`config.mk`:
```
export PLATFORM = sky130hd
export DESIGN_NAME = stream_mux_n
export DESIGN_NICKNAME = d
export VERILOG_FILES = /design/src/rtl/stream_mux_n.sv
export SDC_FILE = /design/constraint.sdc
export NUM_CORES = 1
export LEC_CHECK = 0
export ABC_CLOCK_PERIOD_IN_PS = 3500
export CORE_MARGIN = 1.5
export CORE_UTILIZATION = 30
export DETAILED_ROUTE_END_ITERATION = 10
export GPL_TIMING_DRIVEN = 1
export SLEW_MARGIN = 0
export SYNTH_ARGS = -nofsm -noshare
export SYNTH_HDL_FRONTEND = slang
export SYNTH_SLANG_ARGS = --single-unit
```
`constraint.sdc`:
```
create_clock -name clk -period 3.5 [get_ports clk]
set_input_delay 1.05 -clock clk [delete_from_list [all_inputs] [get_ports clk]]
set_output_delay 1.05 -clock clk [all_outputs]
set_load 0.005 [all_outputs]
```
`src/rtl/stream_mux_n.sv`:
```
// N-channel harvest mux: walks the masked channels in ascending order and forwards
// each one's stream to the single output while that channel reports.
module stream_mux_n #(
    parameter int unsigned WIDTH    = 8,
    parameter int unsigned NUM_CHAN = 4,
    parameter int unsigned TIMEOUT  = 1024,
    localparam int unsigned SEL_W   = $clog2(NUM_CHAN)
) (
    input  logic                      clk,
    input  logic                      arst_n,
    input  logic [NUM_CHAN*WIDTH-1:0] din,
    input  logic [NUM_CHAN-1:0]       din_valid,
    output logic [NUM_CHAN-1:0]       din_ready,
    input  logic [NUM_CHAN-1:0]       reporting_in,
    input  logic [NUM_CHAN-1:0]       chan_mask,
    input  logic                      start_harvest,
    output logic                      reporting,
    output logic                      harvest_done,
    output logic [NUM_CHAN-1:0]       timeout_flags,
    output logic [SEL_W-1:0]          cur_chan,
    input  logic                      dout_ready,
    output logic                      dout_valid,
    output logic [WIDTH-1:0]          dout
);

    localparam int unsigned TMR_RAW = $clog2(TIMEOUT + 1);
    localparam int unsigned TMR_W   = (TMR_RAW < 1) ? 1 : TMR_RAW;
    localparam logic [TMR_W-1:0] TMR_LAST  = TMR_W'((TIMEOUT == 0) ? 0 : TIMEOUT - 1);
    localparam logic [SEL_W-1:0] LAST_CHAN = SEL_W'(NUM_CHAN - 1);

    typedef enum logic [2:0] {
        IDLE,
        SEEK,
        WAIT_REP,
        WAIT_NOTREP,
        ADVANCE,
        DONE
    } state_e;

    state_e               state_q, state_d;
    logic [SEL_W-1:0]     sel_q, sel_d;
    logic                 ena_q, ena_d;
    logic [NUM_CHAN-1:0]  mask_q, mask_d;
    logic [TMR_W-1:0]     timer_q, timer_d;
    logic [NUM_CHAN-1:0]  flags_q, flags_d;
    logic                 done_q, done_d;

    logic [NUM_CHAN-1:0]  sel_oh;
    logic                 mask_sel;
    logic                 rep_sel;
    logic                 valid_sel;

    // Decode the selected channel once; everything downstream uses the one-hot form.
    always_comb begin
        sel_oh    = '0;
        dout      = din[WIDTH-1:0];
        for (int i = 0; i < NUM_CHAN; i++) begin
            if (sel_q == SEL_W'(i)) begin
                sel_oh[i] = 1'b1;
                dout      = din[i*WIDTH +: WIDTH];
            end
        end
        mask_sel  = |(mask_q & sel_oh);
        rep_sel   = |(reporting_in & sel_oh);
        valid_sel = |(din_valid & sel_oh);
        din_ready = (ena_q && dout_ready) ? sel_oh : '0;
    end

    assign dout_valid    = ena_q & valid_sel;
    assign cur_chan      = sel_q;
    assign reporting     = (state_q != IDLE);
    assign harvest_done  = done_q;
    assign timeout_flags = flags_q;

    always_comb begin
        state_d = state_q;
        sel_d   = sel_q;
        ena_d   = ena_q;
        mask_d  = mask_q;
        timer_d = timer_q;
        flags_d = flags_q;
        done_d  = 1'b0;
        case (state_q)
            IDLE: begin
                ena_d = 1'b0;
                if (start_harvest) begin
                    mask_d  = chan_mask;
                    sel_d   = '0;
                    flags_d = '0;
                    state_d = SEEK;
                end
            end
            SEEK: begin
                if (mask_sel) begin
                    ena_d   = 1'b1;
                    timer_d = '0;
                    state_d = WAIT_REP;
                end else if (sel_q == LAST_CHAN) begin
                    state_d = DONE;
                end else begin
                    sel_d = sel_q + SEL_W'(1);
                end
            end
            WAIT_REP: begin
                // A rising report beats an expiring timer in the same cycle.
                if (rep_sel) begin
                    state_d = WAIT_NOTREP;
                end else if ((TIMEOUT != 0) && (timer_q == TMR_LAST)) begin
                    flags_d = flags_q | sel_oh;
                    state_d = ADVANCE;
                end else begin
                    timer_d = timer_q + TMR_W'(1);
                end
            end
            WAIT_NOTREP: begin
                if (!rep_sel) begin
                    state_d = ADVANCE;
                end
            end
            ADVANCE: begin
                ena_d = 1'b0;
                if (sel_q == LAST_CHAN) begin
                    state_d = DONE;
                end else begin
                    sel_d   = sel_q + SEL_W'(1);
                    state_d = SEEK;
                end
            end
            DONE: begin
                done_d  = 1'b1;
                sel_d   = '0;
                state_d = IDLE;
            end
            default: begin
                state_d = IDLE;
            end
        endcase
    end

    always_ff @(posedge clk or negedge arst_n) begin
        if (!arst_n) begin
            state_q <= IDLE;
            sel_q   <= '0;
            ena_q   <= 1'b0;
            mask_q  <= '0;
            timer_q <= '0;
            flags_q <= '0;
            done_q  <= 1'b0;
        end else begin
            state_q <= state_d;
            sel_q   <= sel_d;
            ena_q   <= ena_d;
            mask_q  <= mask_d;
            timer_q <= timer_d;
            flags_q <= flags_d;
            done_q  <= done_d;
        end
    end

endmodule

```
; ---- Word-level counts from Yosys, hierarchy flattened
; Cells that the tools add are included.
[word_totals]
regBits = 26
inputBits = 48
[classes]
mux = 31
eq_ne = 18
add_sub_neg = 2
bitwise_logic = 5
reduce_logical = 18
[ops]
columns = cell, n
row1 = two-way mux 11 bit, 3
row2 = two-way mux 8 bit, 3
row3 = one-hot mux 11 bit (2 select lines), 1
row4 = two-way mux 3 bit, 7
row5 = two-way mux 4 bit, 4
row6 = one-hot mux 3 bit (5 select lines), 1
row7 = != test 2 bit (second input constant), 7
row8 = AND 4 bit, 3
row9 = AND reduction 4 bit, 3
row10 = OR reduction 4 bit, 3
row11 = adder 11 x 1 -> 11 bit (second input constant), 1
row12 = == test 11 x 10 -> 1 bit (second input constant), 1
row13 = one-hot mux 2 bit (4 select lines), 1
row14 = one-hot mux 4 bit (2 select lines), 1
row15 = == test 3 x 2 -> 1 bit (second input constant), 2
row16 = == test 3 bit (second input constant), 2
row17 = two-way mux 1 bit, 6
row18 = two-way mux 2 bit, 3
row19 = != test 3 bit (second input constant), 2
row20 = nonzero test 2 bit, 3
row21 = == test 2 bit (second input constant), 2
row22 = bitwise OR 4 bit, 1
row23 = AND reduction 2 bit, 2
row24 = nonzero test 4 bit, 1
row25 = other kinds (11), 11

; ---- Logic depth before layout (Yosys ltp)
; Gate-level depths: netlist of run 1.
[depth]
word_depth = 6
mapped_depth = 7

; ---- Least setup slack after synthesis of run 1
; OpenSTA, ideal clock, no wires.
[synth_timing]
kind = register to output
start = register sel_q[0], in the netlist cur_chan[0]
end = output dout[0]
path_slack_ns = 0.940
path_stages_with_launch = 7
n_path_buf = 2
t_arrival_ns = 1.510
path_cell_list = dfrtp_1 -> inv_1 -> ha_1 -> clkbuf_1 -> buf_1 -> a21oi_1 -> o21ai_0
[synth_between]
elab_chain_len = 4
[synth_rtl]
columns = element, line
row1 = "start, declared", 41  ; logic [SEL_W-1:0] sel_q, sel_d;
row2 = "start signal, assigned", 151  ; sel_q <= sel_d;
row3 = == test 2 x 1 -> 1 bit, 58  ; if (sel_q == SEL_W'(i)) begin
row4 = two-way mux 8 bit (2 in a row), 58
row5 = two-way mux 8 bit *, 58
row6 = "end, declared", 23  ; output logic [WIDTH-1:0] dout
; Every way passes the cells marked *; elsewhere a longest branch is shown, timed or not.

; ---- Final worst setup path of run 1
[layout_timing]
start = input din[5]
end = output dout[5]
[layout_between]
elab_chain_len = 3
[layout_rtl]
columns = element, line
row1 = "start, declared", 11  ; input logic [NUM_CHAN*WIDTH-1:0] din,
row2 = two-way mux 8 bit (3 in a row), 58
; No other way between the ends.

==> implementation parameters, run 1 <==
Parameter                              Value

Run status
  Run status    finished clean

Worst setup path
  Critical path data arrival time    about 2400 ps
  Reg-to-reg critical path endpoint    timer_q[10]$_DFFE_PN0P_
  Register-to-Register Setup Slack    1120 ps
  Family of cells with the greatest summed delay on the critical path    buffers and inverters
  Kind of launch point of the worst setup path    input port
  Worst-path maximum fanout    1
  Crit-path cells    clkdlybuf4s50_1, mux2i_1, nor2_1, a21oi_1, o21ai_0, clkdlybuf4s50_1
  Highest-delay cell along the critical path    clkdlybuf4s50_1
  Critical path class    input port to primary output
  Most repeated library cell on the critical path    clkdlybuf4s50_1
  Buffers and inverters on the worst path    2
  Crit. End Element    primary output
  Start of the worst register-to-register path    cur_chan[0]$_DFFE_PN0P_
  CP required    between 2000 and 2500 ps
  Worst Reg2Reg Path Length in Cells    6
  Maximum cell stage delay along the critical path    520 ps

Finish
  Leading cell type in the layout, fill and taps excluded    clkdlybuf4s50_1
  Post-route cell area    roughly 2500 um^2
  Area Growth Syn to Fin    49.04%
  Utilization of the core after routing    roughly 46%
  Filler-free cell count of the finished design    328
  Share of layout cells above drive strength 1    under 10%
  Number of nets in the finished design    310
  Most frequent cells in the layout    64 x clkdlybuf4s50_1, 26 x dfrtp_1, 18 x nand2_1, 15 x nor2_1, 11 x mux2i_1
  Final-layout fill cell count    526
  Number of inserted diodes    0

Synth
  Leading register cell type out of synthesis    dfrtp_1
  Number of distinct library cells after synthesis    slightly above 40
  Leading area contributor after synthesis    dfrtp_1
  Sequential area share after synthesis    a little under two fifths
  Post-synth design cell area    between 1500 and 2000 um^2
  Mean cell area of the mapped netlist    8.896 um^2
  Number of warnings reported in the yosys synthesis log    0
  Number of nets produced by synthesis    244
  Number of synthesized flops with an enable pin    0
  Portion of synthesized cell area occupied by the leading cell type    a little under two fifths
  Post-synthesis instance total    between 150 and 200
  Most area-consuming cells after synthesis    dfrtp_1 38%, mux2i_1 6.5%, o21ai_0 4.1%
  Total of flip-flops plus latches after synthesis    26
  Asr flop ratio synth    100.0%

Pwr
  Peak supply drop    0.3613 mV
  Static power due to leakage    approximately 1.0 nW
  Switching component of the power    between 0.5 and 0.6 mW
  Clk network pwr share    about 18%
  Cell internal power dissipation    0.9228 mW
  Relative contribution of sequential cells to total power    approximately 32%
  Combinational cell fraction of total power    between 50% and 60%
  Fraction of power spent switching nets    between 30% and 40%
  Power per Cell Area    577.8 nW/um^2

Floorplan
  Total number of placement rows    27
  Starting density of the core    31.05%
  Number of top-level pins    69
  Die area    a little over 6000 um^2
  Die span in y    78.26 um
  Horizontal die dimension    a little under 80 um
  Placeable core region    ~5500 um^2

STA
  Shortest period the worst path allows    roughly 3500 ps
  Final period util    between 90 and 100%
  RSZ-0062 raised after global routing    yes
  Transition time at the pin with the least slew margin    a little under 800 ps
  Final total negative setup slack    0 ps
  Setup-violating endpoint count in the final report    0
  Worst path setup slack after routing    approximately 45 ps
  Worst slew margin relative to its limit    between 40 and 50%
  Hold violation total from the final report    0
  Worst clock skew    ~8.5 ps
  Number of max-slew violations in the final report    0
  Timing-limited maximum frequency    between 200 and 300 MHz

Place
  Number of I/O port buffers    between 60 and 70
  DP Area    roughly 2400 um^2
  Weighted congestion reported at the end of routability-driven placement    0.7758
  Setup Slack @ Placement    -9.945 ps
  DP Wirelength    between 3000 and 4000 um
  Placed cell count    roughly 320

Min path
  Startpoint of the worst hold path    timeout_flags[0]$_DFFE_PN0P_
  Worst Hold End    timeout_flags[0]$_DFFE_PN0P_
  Number of cells on the worst hold path    1
  Class of the tightest hold or removal check    flip-flop to flip-flop

Route
  Wirelength, routed    roughly 4700 um
  First DRT Iteration DRCs    77
  Drc violations    0
  Overall via count from detail_route    around 1600
  Number of nets with antenna violations after routing    0
  Wire length per cell    between 10 and 15 um
  Via count normalized by instance count    slightly below 5
  Pre-Repair DR Iteration Count    4

Flow run
  Max-cap viol count    0

GRT
  Via count of the first global-routing pass    around 1500
  Global-route wire length before repair    ~7700 um
  Total congestion overflow    0
  Antenna violations before repair    0
  All-layer global routing usage    approximately 16%
  Pin count of the biggest net entering global routing    27

CTS
  CTS tree    built
  Sink Count    26
  CTS clock-pin slew for the worst setup and hold paths    about 90 ps
  Setup fix buffers added after clock tree synthesis    0
  Clock root buffer master    clkbuf_8
  CTS H-Tree Depth    1
  Cts bufs inserted    3
  Clock latency at the later pin of the worst-skew pair    about 280 ps
  Max Buffers Root-to-Sink    2
==> metal layers <==
| metal | share of wire [%] | vias up | global-route usage, % |
|---|---|---|---|
| li1 | - | 836 | - |
| met1 | 50 | 756 | 22.79 |
| met2 | 46 | 24 | 24.26 |
| met3 | 2.8 | 4 | 1.977 |
| met4 | 1.2 | 0 | 4.821 |
| met5 | 0 | - | 0 |
==> sequential cells by signal, indices dropped and copies added, names as in the netlist <==
name	cells
timeout_flags	4
ena_q	1
harvest_done	1
cur_chan	2
timer_q	11
mask_q	4
state_q	3
==> timing repair <==
action	CTS	global route
hold buffers	0	0
resized for setup	1	10
endpoints found under the setup margin	7	9
==> power by group through the flow <==
stage                     combinational [mW]  sequential (mW)  clock, mW
after floorplan                        0.496            0.429          0
after global placement                 0.743            0.476          0
after detailed placement               0.742            0.477          0
after CTS                              0.751            0.470      0.262
after global routing                   0.821            0.483      0.272
final                                  0.738            0.470      0.256
==> worst max path at each step <==
stage                            startpoint  endpoint  depth (start not counted)
global placement                     din[9]   dout[1]                          6
CTS                                  din[9]   dout[1]                          6
floorplan           cur_chan[0]$_DFFE_PN0P_   dout[0]                          6
finish                               din[5]   dout[5]                          6
detailed placement                   din[1]   dout[1]                          6
global route                         din[6]   dout[6]                          6
==> through the flow <==
| stage | power (mW) | hold slack (ps) |
|---|---|---|
| after floorplan | 0.9256 | 471.7 |
| after global placement | 1.219 | 489.6 |
| after detailed placement | 1.219 | 493.4 |
| after CTS | 1.482 | 516.2 |
| after global routing | 1.576 | 538.3 |
| final | 1.463 | 514.7 |
==> final cells by class <==
cell class / count / area [um^2] / area share (%)
Timing Repair Buffer: 72 / 720.7 / 28.46
Clock buffer: 3 / 41.29 / 1.630
Inverter: 9 / 33.78 / 1.334
Tap cell: 72 / 90.09 / 3.557
Sequential cell: 26 / 650.6 / 25.69
Clock inverter: 1 / 30.03 / 1.186
Multi-Input combinational cell: 145 / 965.9 / 38.14
==> synthesized netlist by cell type (all sizes together) (4+ instances only) <==
cell type  instances
a21oi             10
a22o               4
a22oi              6
a31oi              8
and3               6
buf                5
clkbuf             6
dfrtp             26
ha                 5
inv                9
mux2               5
mux2i             11
nand2             18
nand3              7
nand4              4
nor2              15
nor3               8
nor3b              4
o21ai             15
==> kinds of logic after synthesis <==
logic type / share of synthesized area [%]
buffers and inverters: 5.154
multiplexers: 9.794
AO/OA/AOI/OAI: 21.06
AND/OR/NAND/NOR: 21.50
flip-flops: 38.29
XOR/XNOR: 0.5156
adder cells (fa/ha/maj): 3.682
Power figures use the tool's default switching activity.
==> run 2: changes to the inputs <==
ABC_CLOCK_PERIOD_IN_PS = default   (was 3500)
CELL_PAD_IN_SITES_DETAIL_PLACEMENT = 1   (was default)
CELL_PAD_IN_SITES_GLOBAL_PLACEMENT = 1   (was default)
PLACE_DENSITY_LB_ADDON = 0.1   (was default)
SLEW_MARGIN = default   (was 0)
==> implementation parameters, run 2 (same netlist as run 1, synthesis figures left out) <==
Parameter                              Value

CTS
  CTS hold repair buffers    0 (unchanged)
  CTS H-Tree Depth    1 (unchanged)
  CTS tree    built
  Clock latency at the later pin of the worst-skew pair    270 ps (about the same)
  Sink Count    26 (unchanged)
  Cts bufs inserted    3 (unchanged)
  Max Buffers Root-to-Sink    2 (unchanged)
  CTS clock-pin slew for the worst setup and hold paths    90 ps (about the same)
  Setup fix buffers added after clock tree synthesis    0 (unchanged)
  Clock root buffer master    clkbuf_8

Route
  Drc violations    0 (unchanged)
  Via count normalized by instance count    5.152 (+4.3%)
  Number of nets with antenna violations after routing    0 (unchanged)
  Wirelength, routed    5480 um (+16%)
  First DRT Iteration DRCs    38 (-51%)
  Pre-Repair DR Iteration Count    4 (unchanged)
  Overall via count from detail_route    1690 (+4.3%)
  Wire length per cell    16.71 um (+16%)

Floorplan
  Die span in y    78.26 um (unchanged)
  Starting density of the core    31.05% (unchanged)
  Horizontal die dimension    78.26 um (unchanged)
  Number of top-level pins    69 (unchanged)
  Placeable core region    5473 um^2 (unchanged)
  Total number of placement rows    27 (unchanged)
  Die area    6124 um^2 (unchanged)

Place
  Number of I/O port buffers    68 (unchanged)
  DP Wirelength    4281 um (+19%)
  Setup Slack @ Placement    -12.45 ps (-2.501 ps)
  Placed cell count    325 (+0.31%)
  Weighted congestion reported at the end of routability-driven placement    0.7498 (-3.4%)

Pwr
  Total design power    1.407 mW (-3.8%)
  Static power due to leakage    1.062 nW (+2.1%)
  Power per Cell Area    559.5 nW/um^2 (-3.2%)
  Peak supply drop    0.3590 mV (-0.63%)

STA
  Hold violation total from the final report    0 (unchanged)
  Worst path setup slack after routing    72.72 ps (+27.22 ps)
  Number of max-slew violations in the final report    0 (unchanged)
  Worst clock skew    4.739 ps (-3.771 ps)
  Shortest period the worst path allows    3427 ps (-27.22 ps)
  Setup-violating endpoint count in the final report    0 (unchanged)
  RSZ-0062 raised after global routing    no
  Worst Hold Margin    510.6 ps (-4.073 ps)
  Timing-limited maximum frequency    291.8 MHz (+0.79%)
  Transition time at the pin with the least slew margin    672.4 ps (-110.0 ps)
  Final period util    97.92% (-0.78 points)
  Worst slew margin relative to its limit    54.76% (+7.4 points)

Finish
  Share of layout cells above drive strength 1    8.203% (-0.39 points)
  Filler-free cell count of the finished design    328 (unchanged)
  Number of inserted diodes    0 (unchanged)
  Leading cell type in the layout, fill and taps excluded    clkdlybuf4s50_1
  Register name with the most flops    timer_q
  Utilization of the core after routing    45.95% (-0.32 points)
  Max FFs per register    11 (unchanged)
  Area Growth Syn to Fin    48.01%
  Most frequent cells in the layout    61 x clkdlybuf4s50_1, 26 x dfrtp_1, 18 x nand2_1, 15 x nor2_1
  Number of nets in the finished design    311 (+0.32%)
  Final-layout fill cell count    663 (+26%)

Min path
  Worst Hold End    mask_q[3]$_DFFE_PN0P_
  Startpoint of the worst hold path    mask_q[3]$_DFFE_PN0P_
  Class of the tightest hold or removal check    flip-flop to flip-flop
  Number of cells on the worst hold path    1 (unchanged)

Worst setup path
  Critical path data arrival time    2380 ps (-20 ps)
  Worst-path maximum fanout    1 (unchanged)
  CP required    2450 ps (about the same)
  Kind of launch point of the worst setup path    input port
  Most repeated library cell on the critical path    clkdlybuf4s50_1
  Reg-to-reg critical path endpoint    timer_q[9]$_DFFE_PN0P_
  Worst Reg2Reg Path Length in Cells    7 (+1)
  Buffers and inverters on the worst path    2 (unchanged)
  Crit. End Element    primary output
  Start of the worst register-to-register path    cur_chan[0]$_DFFE_PN0P_
  Register-to-Register Setup Slack    1030 ps (-90 ps)
  Family of cells with the greatest summed delay on the critical path    buffers and inverters
  Crit-path cells    clkdlybuf4s50_1, mux2i_1, nor2_1, a21oi_1, o21ai_1, clkdlybuf4s50_1
  Highest-delay cell along the critical path    clkdlybuf4s50_1
  Maximum cell stage delay along the critical path    510 ps (about the same)
  Critical path class    input port to primary output

GRT
  Total congestion overflow    0 (unchanged)
  Pin count of the biggest net entering global routing    27 (unchanged)
  Via count of the first global-routing pass    1727 (+12%)
  All-layer global routing usage    18.48% (+2.8 points)
  Global-route wire length before repair    8956 um (+17%)
  Antenna violations before repair    0 (unchanged)

Run status
  Run status    finished clean

Flow run
  Max-cap viol count    0 (unchanged)
run 2: worst max-delay path by stage:
stage	startpoint	depth (start not counted)	endpoint
after floorplan	cur_chan[0]$_DFFE_PN0P_	6	dout[0]
after global placement	din[15]	6	dout[7]
after detailed placement	din[0]	6	dout[0]
after CTS	din[0]	6	dout[0]
after global routing	din[10]	6	dout[2]
final	din[10]	6	dout[2]
run 2: through the flow:
| stage | instance area, um^2 | setup TNS, ps |
|---|---|---|
| 4_1_cts | 2497 | 0 |
| 3_3_place_gp | 2454 | 0 |
| 3_5_place_dp | 2454 | -15.31 |
| 2_1_floorplan | 1699 | 0 |
| 5_1_grt | 2515 | 0 |
| 6_report | 2515 | 0 |
run 2: metal layers:
metal / wire length [um] / GRT usage [%] / up-vias / share of wire, %
met2: 2695 / 30.87 / 27 / 49
met4: 13 / 1.429 / 0 / 0.24
li1: - / - / 833 / -
met3: 158 / 3.140 / 2 / 2.9
met1: 2613 / 26.06 / 828 / 48
met5: 0 / 0 / - / 0
run 2: cell type report:
class | count | area, um^2 | share of cell area [%]
repair buffers | 73 | 735.7 | 29.25
well taps | 72 | 90.09 | 3.582
multi-input cells | 145 | 963.4 | 38.31
clock buffers | 3 | 41.29 | 1.642
inverters | 9 | 33.78 | 1.343
flip-flops and latches | 26 | 650.6 | 25.87
run 2: report_power, final:
part / total (mW) / internal (mW) / leakage, nW / switching, mW
Combinational: 0.758 / 0.392 / 0.694 / 0.366
Clock: 0.170 / 0.0772 / 0.0216 / 0.0930
Sequential: 0.479 / 0.374 / 0.346 / 0.104
Total: 1.41 / 0.844 / 1.06 / 0.563
run 2: repair_timing:
item / CTS / global route
hold endpoints to repair: 0 / 0
endpoints found under the setup margin: 8 / 8
cloned: 0 / 0
resized for setup: 1 / 10
